==> config.mk <==
export PLATFORM = sky130hd
export DESIGN_NAME = add_seq_ctrl
export DESIGN_NICKNAME = d
export VERILOG_FILES = /design/src/rtl/add_seq_pkg.sv /design/src/rtl/add_seq_ctrl_myadd.sv /design/src/rtl/add_seq_ctrl.sv
export SDC_FILE = /design/constraint.sdc
export NUM_CORES = 1
export LEC_CHECK = 0
export BUFFER_PORTS_ARGS = -buffer_cell sky130_fd_sc_hd__buf_2
export CAP_MARGIN = 20
export CORE_MARGIN = 2
export CORE_UTILIZATION = 40
export CTS_CLUSTER_SIZE = 16
export DETAILED_ROUTE_END_ITERATION = 10
export PLACE_DENSITY = 0.72
export SYNTH_ARGS = -nofsm -noshare
export SYNTH_HDL_FRONTEND = slang
export SYNTH_SLANG_ARGS = --single-unit
==> constraint.sdc <==
create_clock -name clk -period 2.9 [get_ports clk]
set_input_delay 0.145 -clock clk [delete_from_list [all_inputs] [get_ports clk]]
set_output_delay 0.145 -clock clk [all_outputs]
set_load 0.05 [all_outputs]
==> src/rtl/add_seq_pkg.sv <==
// Shared definitions for the sequential wide adder: FSM encoding and default sizing.
package add_seq_pkg;

   typedef enum logic [1:0] {
      IDLE = 2'd0,
      RUN  = 2'd1,
      DONE = 2'd2
   } state_t;

   localparam int DEF_N     = 8;
   localparam int DEF_WORDS = 4;

endpackage

==> src/rtl/add_seq_ctrl_myadd.sv <==
// N-bit adder word slice: {cout, sum} = a + b + cin.
module myadd #(
   parameter int N = 8
) (
   input  logic [N-1:0] a,
   input  logic [N-1:0] b,
   input  logic         cin,
   output logic [N-1:0] sum,
   output logic         cout
);

   logic [N:0] full;

   // One wide add with the carry folded in; the top bit is the carry-out.
   always_comb begin
      full = {1'b0, a} + {1'b0, b} + {{N{1'b0}}, cin};
      sum  = full[N-1:0];
      cout = full[N];
   end

endmodule

==> src/rtl/add_seq_ctrl.sv <==
// Sequential wide adder: one N-bit slice reused for WORDS cycles, LSB word first.
// Optional macro ADD_SEQ_SUB_EN adds a 'sub' input selecting a - b (a + ~b + 1).
module add_seq_ctrl
   import add_seq_pkg::*;
#(
   parameter int N     = DEF_N,
   parameter int WORDS = DEF_WORDS
) (
   input  logic               clk,
   input  logic               rst,
   input  logic               start,
   input  logic [N*WORDS-1:0] a,
   input  logic [N*WORDS-1:0] b,
   input  logic               cin,
`ifdef ADD_SEQ_SUB_EN
   input  logic               sub,
`endif
   output logic               busy,
   output logic               done,
   output logic [N*WORDS-1:0] sum,
   output logic               cout
);

   localparam int W  = N * WORDS;
   localparam int IW = $clog2(WORDS);
   localparam logic [IW-1:0] LAST = IW'(WORDS - 1);

   if (WORDS < 2 || WORDS > 16) begin : g_bad_words
      $error("add_seq_ctrl: WORDS must be in 2..16");
   end

   state_t         state;
   logic [W-1:0]   a_r;
   logic [W-1:0]   b_r;
   logic           carry;
   logic [IW-1:0]  idx;

   logic [N-1:0]   a_word;
   logic [N-1:0]   b_word;
   logic [N-1:0]   add_sum;
   logic           add_cout;

   // Select the operand words for the current index from the latched operands.
   always_comb begin
      a_word = a_r[idx*N +: N];
      b_word = b_r[idx*N +: N];
   end

   myadd #(.N(N)) u_add (
      .a    (a_word),
      .b    (b_word),
      .cin  (carry),
      .sum  (add_sum),
      .cout (add_cout)
   );

   // Control FSM with registered outputs; the carry register links successive words.
   always_ff @(posedge clk) begin
      if (rst) begin
         state <= IDLE;
         idx   <= '0;
         carry <= 1'b0;
         a_r   <= '0;
         b_r   <= '0;
         busy  <= 1'b0;
         done  <= 1'b0;
         sum   <= '0;
         cout  <= 1'b0;
      end else begin
         case (state)
            IDLE: begin
               if (start) begin
                  a_r <= a;
`ifdef ADD_SEQ_SUB_EN
                  // Subtraction inverts b and forces the +1 through the carry-in.
                  b_r   <= sub ? ~b : b;
                  carry <= sub ? 1'b1 : cin;
`else
                  b_r   <= b;
                  carry <= cin;
`endif
                  idx   <= '0;
                  busy  <= 1'b1;
                  state <= RUN;
               end
            end
            RUN: begin
               sum[idx*N +: N] <= add_sum;
               carry           <= add_cout;
               idx             <= idx + IW'(1);
               if (idx == LAST) begin
                  cout  <= add_cout;
                  busy  <= 1'b0;
                  done  <= 1'b1;
                  state <= DONE;
               end
            end
            DONE: begin
               done  <= 1'b0;
               state <= IDLE;
            end
            default: begin
               busy  <= 1'b0;
               done  <= 1'b0;
               state <= IDLE;
            end
         endcase
      end
   end

endmodule

==> results of run 1 <==
cell usage after synthesis (4+ instances only):
| master | count | share of area |
|---|---|---|
| nand2_1 | 148 | 0.12 |
| dfxtp_1 | 104 | 0.44 |
| a21oi_1 | 79 | 0.084 |
| nor2_1 | 27 | 0.022 |
| mux4_2 | 16 | 0.077 |
| clkbuf_1 | 15 | 0.012 |
| a22oi_1 | 13 | 0.021 |
| buf_2 | 13 | 0.014 |
| ha_1 | 13 | 0.035 |
| o21ai_1 | 11 | 0.012 |
| inv_1 | 8 | 0.0064 |
| nand2b_1 | 6 | 0.0080 |
| nor2b_1 | 6 | 0.0080 |
| o211ai_1 | 6 | 0.0096 |
| nand4_1 | 5 | 0.0067 |
| a32oi_1 | 4 | 0.0075 |
| buf_1 | 4 | 0.0032 |
| nand3b_1 | 4 | 0.0064 |
worst max-delay path by stage:
stage	from	to	depth (start not counted)
after floorplan	idx[0]	sum[14]	9
after global placement	idx[0]	sum[22]	7
after detailed placement	idx[0]	sum[15]	7
after CTS	idx[0]	sum[15]	7
after global routing	idx[0]	sum[15]	7
final	idx[0]	sum[14]	7
through the flow:
step / hold WS [ps] / instances
floorplan: 281 / 530
detailed placement: 394 / 751
global placement: 394 / 751
global route: 26.3 / 767
finish: 19.6 / 767
CTS: 19.4 / 767
placed cells by master (no fill, tap or decap), types with 2 or more instances in the layout:
| cell | count |
|---|---|
| ha_1 | 13 |
| nor3_1 | 2 |
| mux4_2 | 16 |
| a21oi_1 | 79 |
| o311ai_1 | 2 |
| o21ai_1 | 11 |
| clkinv_2 | 2 |
| clkbuf_16 | 9 |
| o311ai_2 | 2 |
| fa_1 | 2 |
| nor4bb_1 | 2 |
| nand2_1 | 148 |
| nor3b_1 | 2 |
| nand3b_4 | 3 |
| o211ai_1 | 6 |
| dfxtp_1 | 103 |
| inv_6 | 2 |
| nor4b_1 | 2 |
| a22oi_1 | 13 |
| nand2b_1 | 5 |
| nand4_1 | 5 |
| buf_4 | 9 |
| a21o_1 | 3 |
| a211o_1 | 2 |
| inv_1 | 8 |
| nand3b_1 | 4 |
| nor2_1 | 27 |
| nor2b_1 | 5 |
| o21ai_0 | 2 |
| a32oi_1 | 4 |
| buf_2 | 101 |
metal layers:
metal,wire (microns),vias to the layer above,GRT usage
met1,5360,1927,0.248
met3,669,15,0.0324
li1,-,2029,-
met2,5670,137,0.318
met5,0,-,0
met4,204,0,0.0675
cell families (layout without fill, tap and decap cells):
group	count (synthesis)	in the layout
AOI/OAI and AO/OA	133	133
xor gates and xnor gates	1	1
adders and majority gates	15	15
buffers and inverters	43	137
DFF	104	104
muxes	17	17
and+or+nand+nor	217	217
layout make-up:
class	instances	area [sq um]
Tap cell	143	179
Timing Repair Buffer	112	608
Multi-Input combinational cell	383	2430
Sequential cell	104	2080
Fill cell	1104	5800
Clock inverter	7	63.8
Inverter	9	33.8
Clock buffer	9	225
flip-flops by register name, indices dropped and copies added, names as in the netlist:
signal and flops:
carry 1, busy 1, b_r 32, done 1
state 2, sum 32, cout 1, a_r 32
idx 2
worst reg2reg max path: stages, from the launching register on:
cell and delay (ps):
dfxtp_2 400, buf_4 210, mux4_2 550, ha_1 380, nor2b_1 190, a211o_1 300, a311oi_2 410, o21ai_1 130
power breakdown:
part	internal (W)	total (W)	switching (W)	leakage, nW
registers	0.00149	0.00153	0.0000393	0.849
logic	0.000174	0.000434	0.000259	1.34
clock network	0.000600	0.00117	0.000573	0.145
total	0.00226	0.00313	0.000871	2.33
==> results.sh, run 1 <==
export IMPL_r2r_slack_ps=190
export IMPL_hold_depth=3
export IMPL_period_needed_ps=2710
export IMPL_clkTransAtPathRegs_ps=80
export IMPL_root_buffer="clkbuf_16"
export IMPL_cts_buffers=9
export IMPL_fin_util=0.492
export IMPL_cts_sinks=104
export IMPL_place_hpwl_microns=8950
export IMPL_antenna_cells_inserted=0
export IMPL_routed_wl_microns=11900
export IMPL_nNetsFinal=702
export IMPL_synth_top_family_by_area="simple AND/OR/NAND/NOR gates"
export IMPL_portBuffers=102
export IMPL_synth_edf_count=0
export IMPL_synth_xor_area_frac=0.00187
export IMPL_antenna_found_initial=0
export IMPL_ys_flop_type="dfxtp_1"
export IMPL_wl_per_cell_microns=15.5
export IMPL_worstMarginPinSlew_ps=717
export IMPL_rsz0062_at_grt="false"
export IMPL_peakVddDrop_v=0.000317
export IMPL_powerDensity_mw_per_mm2=557
export IMPL_worst_path_max_delay_cell="mux4_2"
export IMPL_critPathMaxFanout=7
export IMPL_design_area_sq_mm=0.00562
export IMPL_synth_cell_types=52
export IMPL_clock_path_buffers=2
export IMPL_syn_num_nets=613
export IMPL_ys_ff_latch=104
export IMPL_setup_ws_ps=192
export IMPL_die_h_microns=112
export IMPL_rows=39
export IMPL_drtPass1Iterations=5
export IMPL_pin_count=103
export IMPL_cts_resized=0
export IMPL_cts_tree="built"
export IMPL_hold_path_class="input pin to flop"
export IMPL_synth_area_sq_mm=0.00469
export IMPL_synth_warnings=0
export IMPL_grt_util_all_layers=0.190
export IMPL_die_area_sq_mm=0.0126
export IMPL_drive_above_1_share=0.258
export IMPL_maxCapViolations=0
export IMPL_synthMuxAreaShare=0.0790
export IMPL_die_width_microns=112
export IMPL_grt_pass1_vias=3989
export IMPL_worstPathCellList="buf_4, mux4_2, ha_1, nor2b_1, a211o_1, a311oi_2, o21ai_1"
export IMPL_setup_viol=0
export IMPL_rr_startpoint="idx[0]"
export IMPL_worst_path_largest_cell_delay_ps=550
export IMPL_slew_headroom=0.518
export IMPL_required_ps=3120
export IMPL_status="complete, no violations"
export IMPL_start_util=0.410
export IMPL_h_tree_depth=3
export IMPL_tns_ps=0
export IMPL_postCtsSetupRepairBufs=0
export IMPL_critPathArrivalTime_ps=2930
export IMPL_yosys_area_share_simple=0.218
export IMPL_hold_viol_final=0
export IMPL_end_kind="flop"
export IMPL_vias_per_cell=5.36
export IMPL_worstReg2RegEnd="sum[14]"
export IMPL_r2r_cells=7
export IMPL_synth_fa_ha_area_frac=0.0432
export IMPL_syn_area_per_cell_sq_um=8.84
export IMPL_clock_latency_ps=360
export IMPL_startpoint_type="flop"
export IMPL_postCtsHoldBufs=0
export IMPL_total_power_w=0.00313
export IMPL_coreArea_sq_mm=0.0114
export IMPL_post_route_period_util=0.934
export IMPL_yosysSeqAreaShare=0.444
export IMPL_routabilityCongestion=0.870
export IMPL_dpl_cell_area_sq_mm=0.00533
export IMPL_num_vias=4108
export IMPL_critPathTopFamily="compound AO/OA/AOI/OAI gates"
export IMPL_grt_pass1_wl_microns=19200
export IMPL_fmax_ghz=0.369
export IMPL_ant_nets=0
export IMPL_slew_violations=0
export IMPL_synth_cells=530
export IMPL_grt_max_degree=64
export IMPL_skew_ps=13.7
export IMPL_worstHoldStart="b[1]"
export IMPL_whs_endpoint="b_r[1]"
export IMPL_drc=0
export IMPL_layout_area_overhead_vs_synth_pct=20.0
export IMPL_synth_compound_area_frac=0.174
export IMPL_critPathBufInv=1
export IMPL_critPathKind="flop to flop"
export IMPL_drt_iter0_drc=274
export IMPL_grt_overflow_total=0
export IMPL_pre_cts_ws_ps=64.9
export IMPL_p_leak_nw=2.33
export IMPL_async_reset_ff_frac=0
Note: power is estimated with default switching activity, not from simulation.
==> run 2: changes to the inputs <==
--- a/config.mk
+++ b/config.mk
@@ -11,6 +11,7 @@
 export CORE_UTILIZATION = 40
 export CTS_CLUSTER_SIZE = 16
 export DETAILED_ROUTE_END_ITERATION = 10
+export HOLD_SLACK_MARGIN = 0.12
 export PLACE_DENSITY = 0.72
 export SYNTH_ARGS = -nofsm -noshare
 export SYNTH_HDL_FRONTEND = slang
==> run 2 against run 1 <==
Against the previous run: final area grew 11%; critical path depth unchanged; non-clock buffer count increased by 64; total power increased by 2.3%; utilization is 5.6 points higher; fmax rose by 0.22%; register-to-register slack hardly changed; wire length grew 7.9%; critical path type unchanged.
==> results.sh, run 2 (synthesis gave the netlist of run 1 again) <==
export IMPL_p_int_w=0.00232
export IMPL_maxCapViolations=0
export IMPL_die_h_microns=112
export IMPL_grt_pass1_wl_microns=20600
export IMPL_p_comb_frac=0.157
export IMPL_worstMarginPinSlew_ps=730
export IMPL_worst_path_max_delay_cell="mux4_2"
export IMPL_layout_common_cells="nand2_1 (148), dfxtp_1 (103), buf_2 (101), a21oi_1 (79), dlygate4sd3_1 (64)"
export IMPL_clkTransAtPathRegs_ps=80
export IMPL_tns_ps=0
export IMPL_place_hpwl_microns=8950
export IMPL_r2r_cells=7
export IMPL_setup_viol=0
export IMPL_h_tree_depth=3
export IMPL_clock_power_share=0.366
export IMPL_grt_util_all_layers=0.204
export IMPL_p_switching_w=0.000888
export IMPL_pin_count=103
export IMPL_layout_area_overhead_vs_synth_pct=33.7
export IMPL_hold_viol_final=0
export IMPL_p_leak_nw=2.60
export IMPL_design_area_sq_mm=0.00627
export IMPL_end_kind="flop"
export IMPL_vias_per_cell=5.26
export IMPL_cts_sinks=104
export IMPL_grt_max_degree=64
export IMPL_status="complete, no violations"
export IMPL_critPathMaxFanout=18
export IMPL_portBuffers=102
export IMPL_grt_pass1_vias=4329
export IMPL_antenna_found_initial=1
export IMPL_final_common_cell="nand2_1"
export IMPL_fill_cells=1044
export IMPL_worst_path_largest_cell_delay_ps=530
export IMPL_num_vias=4375
export IMPL_hold_depth=3
export IMPL_rows=39
export IMPL_critPathBufInv=1
export IMPL_pwr_share_seq=0.476
export IMPL_period_needed_ps=2700
export IMPL_slew_violations=0
export IMPL_startpoint_type="flop"
export IMPL_die_area_sq_mm=0.0126
export IMPL_ant_nets=0
export IMPL_instances_no_fill=832
export IMPL_rr_startpoint="idx[0]"
export IMPL_multi_input_area_sq_mm=0.00243
export IMPL_powerDensity_mw_per_mm2=512
export IMPL_dp_cells=751
export IMPL_cts_tree="built"
export IMPL_wl_per_cell_microns=15.4
export IMPL_worstHoldStart="start"
export IMPL_seqCellArea_sq_mm=0.00208
export IMPL_drc=0
export IMPL_drive_above_1_share=0.234
export IMPL_coreArea_sq_mm=0.0114
export IMPL_required_ps=3120
export IMPL_fin_util=0.549
export IMPL_postCtsSetupRepairBufs=0
export IMPL_hold_path_class="input pin to flop"
export IMPL_reg_top3="a_r: 32 flops, b_r: 32 flops, sum: 32 flops"
export IMPL_clock_path_buffers=2
export IMPL_r2r_slack_ps=200
export IMPL_critPathKind="flop to flop"
export IMPL_slew_headroom=0.509
export IMPL_whs_ps=147
export IMPL_cts_buffers=9
export IMPL_worstPathCellList="buf_8, mux4_2, ha_1, nor2b_1, a211o_1, a311oi_2, o21ai_1"
export IMPL_post_route_period_util=0.932
export IMPL_critPathArrivalTime_ps=2930
export IMPL_drtPass1Iterations=6
export IMPL_worstReg2RegEnd="sum[14]"
export IMPL_whs_endpoint="state[0]"
export IMPL_skew_ps=9.31
export IMPL_root_buffer="clkbuf_16"
export IMPL_swShare=0.277
export IMPL_peakVddDrop_v=0.000318
export IMPL_dpl_cell_area_sq_mm=0.00533
export IMPL_critPathTopFamily="compound AO/OA/AOI/OAI gates"
export IMPL_start_util=0.410
export IMPL_rsz0062_at_grt="false"
export IMPL_clock_latency_ps=360
export IMPL_fmax_ghz=0.370
export IMPL_nNetsFinal=766
export IMPL_drt_iter0_drc=307
export IMPL_routed_wl_microns=12800
export IMPL_routabilityCongestion=0.870
export IMPL_grt_overflow_total=0
export IMPL_die_width_microns=112
[run 2: cell count changes in the layout (fill, tap and decap cells not counted)]
cell,change
diode_2,+1
dlygate4sd3_1,+64
[run 2: timing repair]
| item | 4_1_cts | 5_1_grt |
|---|---|---|
| endpoints found under the setup margin | 0 | 9 |
| gates resized for setup | 0 | 3 |
| hold buffers | 64 | 0 |
| endpoints found under the hold margin | 64 | 0 |
[run 2: worst max path at each step]
stage                     cells after the start  slack, ps  startpoint      end
after detailed placement                      7         60      idx[0]  sum[15]
after CTS                                     7         50      idx[0]  sum[15]
after global routing                          7         40      idx[0]  sum[15]
after floorplan                               9         20      idx[0]  sum[14]
final                                         7        200      idx[0]  sum[14]
after global placement                        7        200      idx[0]  sum[22]
[run 2: final cells by class]
class                   instances  area share
clock buffers                   9      0.0359
clock inverters                 7      0.0102
multi-input cells             383       0.388
inverters                       9     0.00539
flip-flops and latches        104       0.332
well taps                     143      0.0286
repair buffers                176       0.199
diodes                          1    0.000399
[run 2: power groups by stage]
stage	clock network, W	registers, W	logic [W]
after floorplan	0	0.00157	0.000281
after detailed placement	0	0.00156	0.000431
after CTS	0.00119	0.00153	0.000497
final	0.00117	0.00153	0.000504
after global placement	0	0.00156	0.000420
after global routing	0.00125	0.00153	0.000548
[run 2: through the flow]
step | setup slack (ps) | total power (W)
4_1_cts | 45.0 | 0.00321
3_3_place_gp | 202 | 0.00198
6_report | 198 | 0.00321
3_5_place_dp | 64.9 | 0.00199
5_1_grt | 42.8 | 0.00334
2_1_floorplan | 19.6 | 0.00185
[run 2: metal layers]
layer / routed length [microns] / share of wire / GRT usage
met3: 705 / 0.055 / 0.0313
met2: 6310 / 0.49 / 0.355
met1: 5480 / 0.43 / 0.251
met4: 348 / 0.027 / 0.0862
met5: 0 / 0 / 0
[run 2: worst register-to-register path, delay by kind of cell (launching register included)]
kind | cells | cell delay [ps]
AND/OR/NAND/NOR | 1 | 190
AO/OA/AOI/OAI | 3 | 850
multiplexers | 1 | 530
flip-flops | 1 | 400
adder cells (fa/ha/maj) | 1 | 400
buffers and inverters | 1 | 210
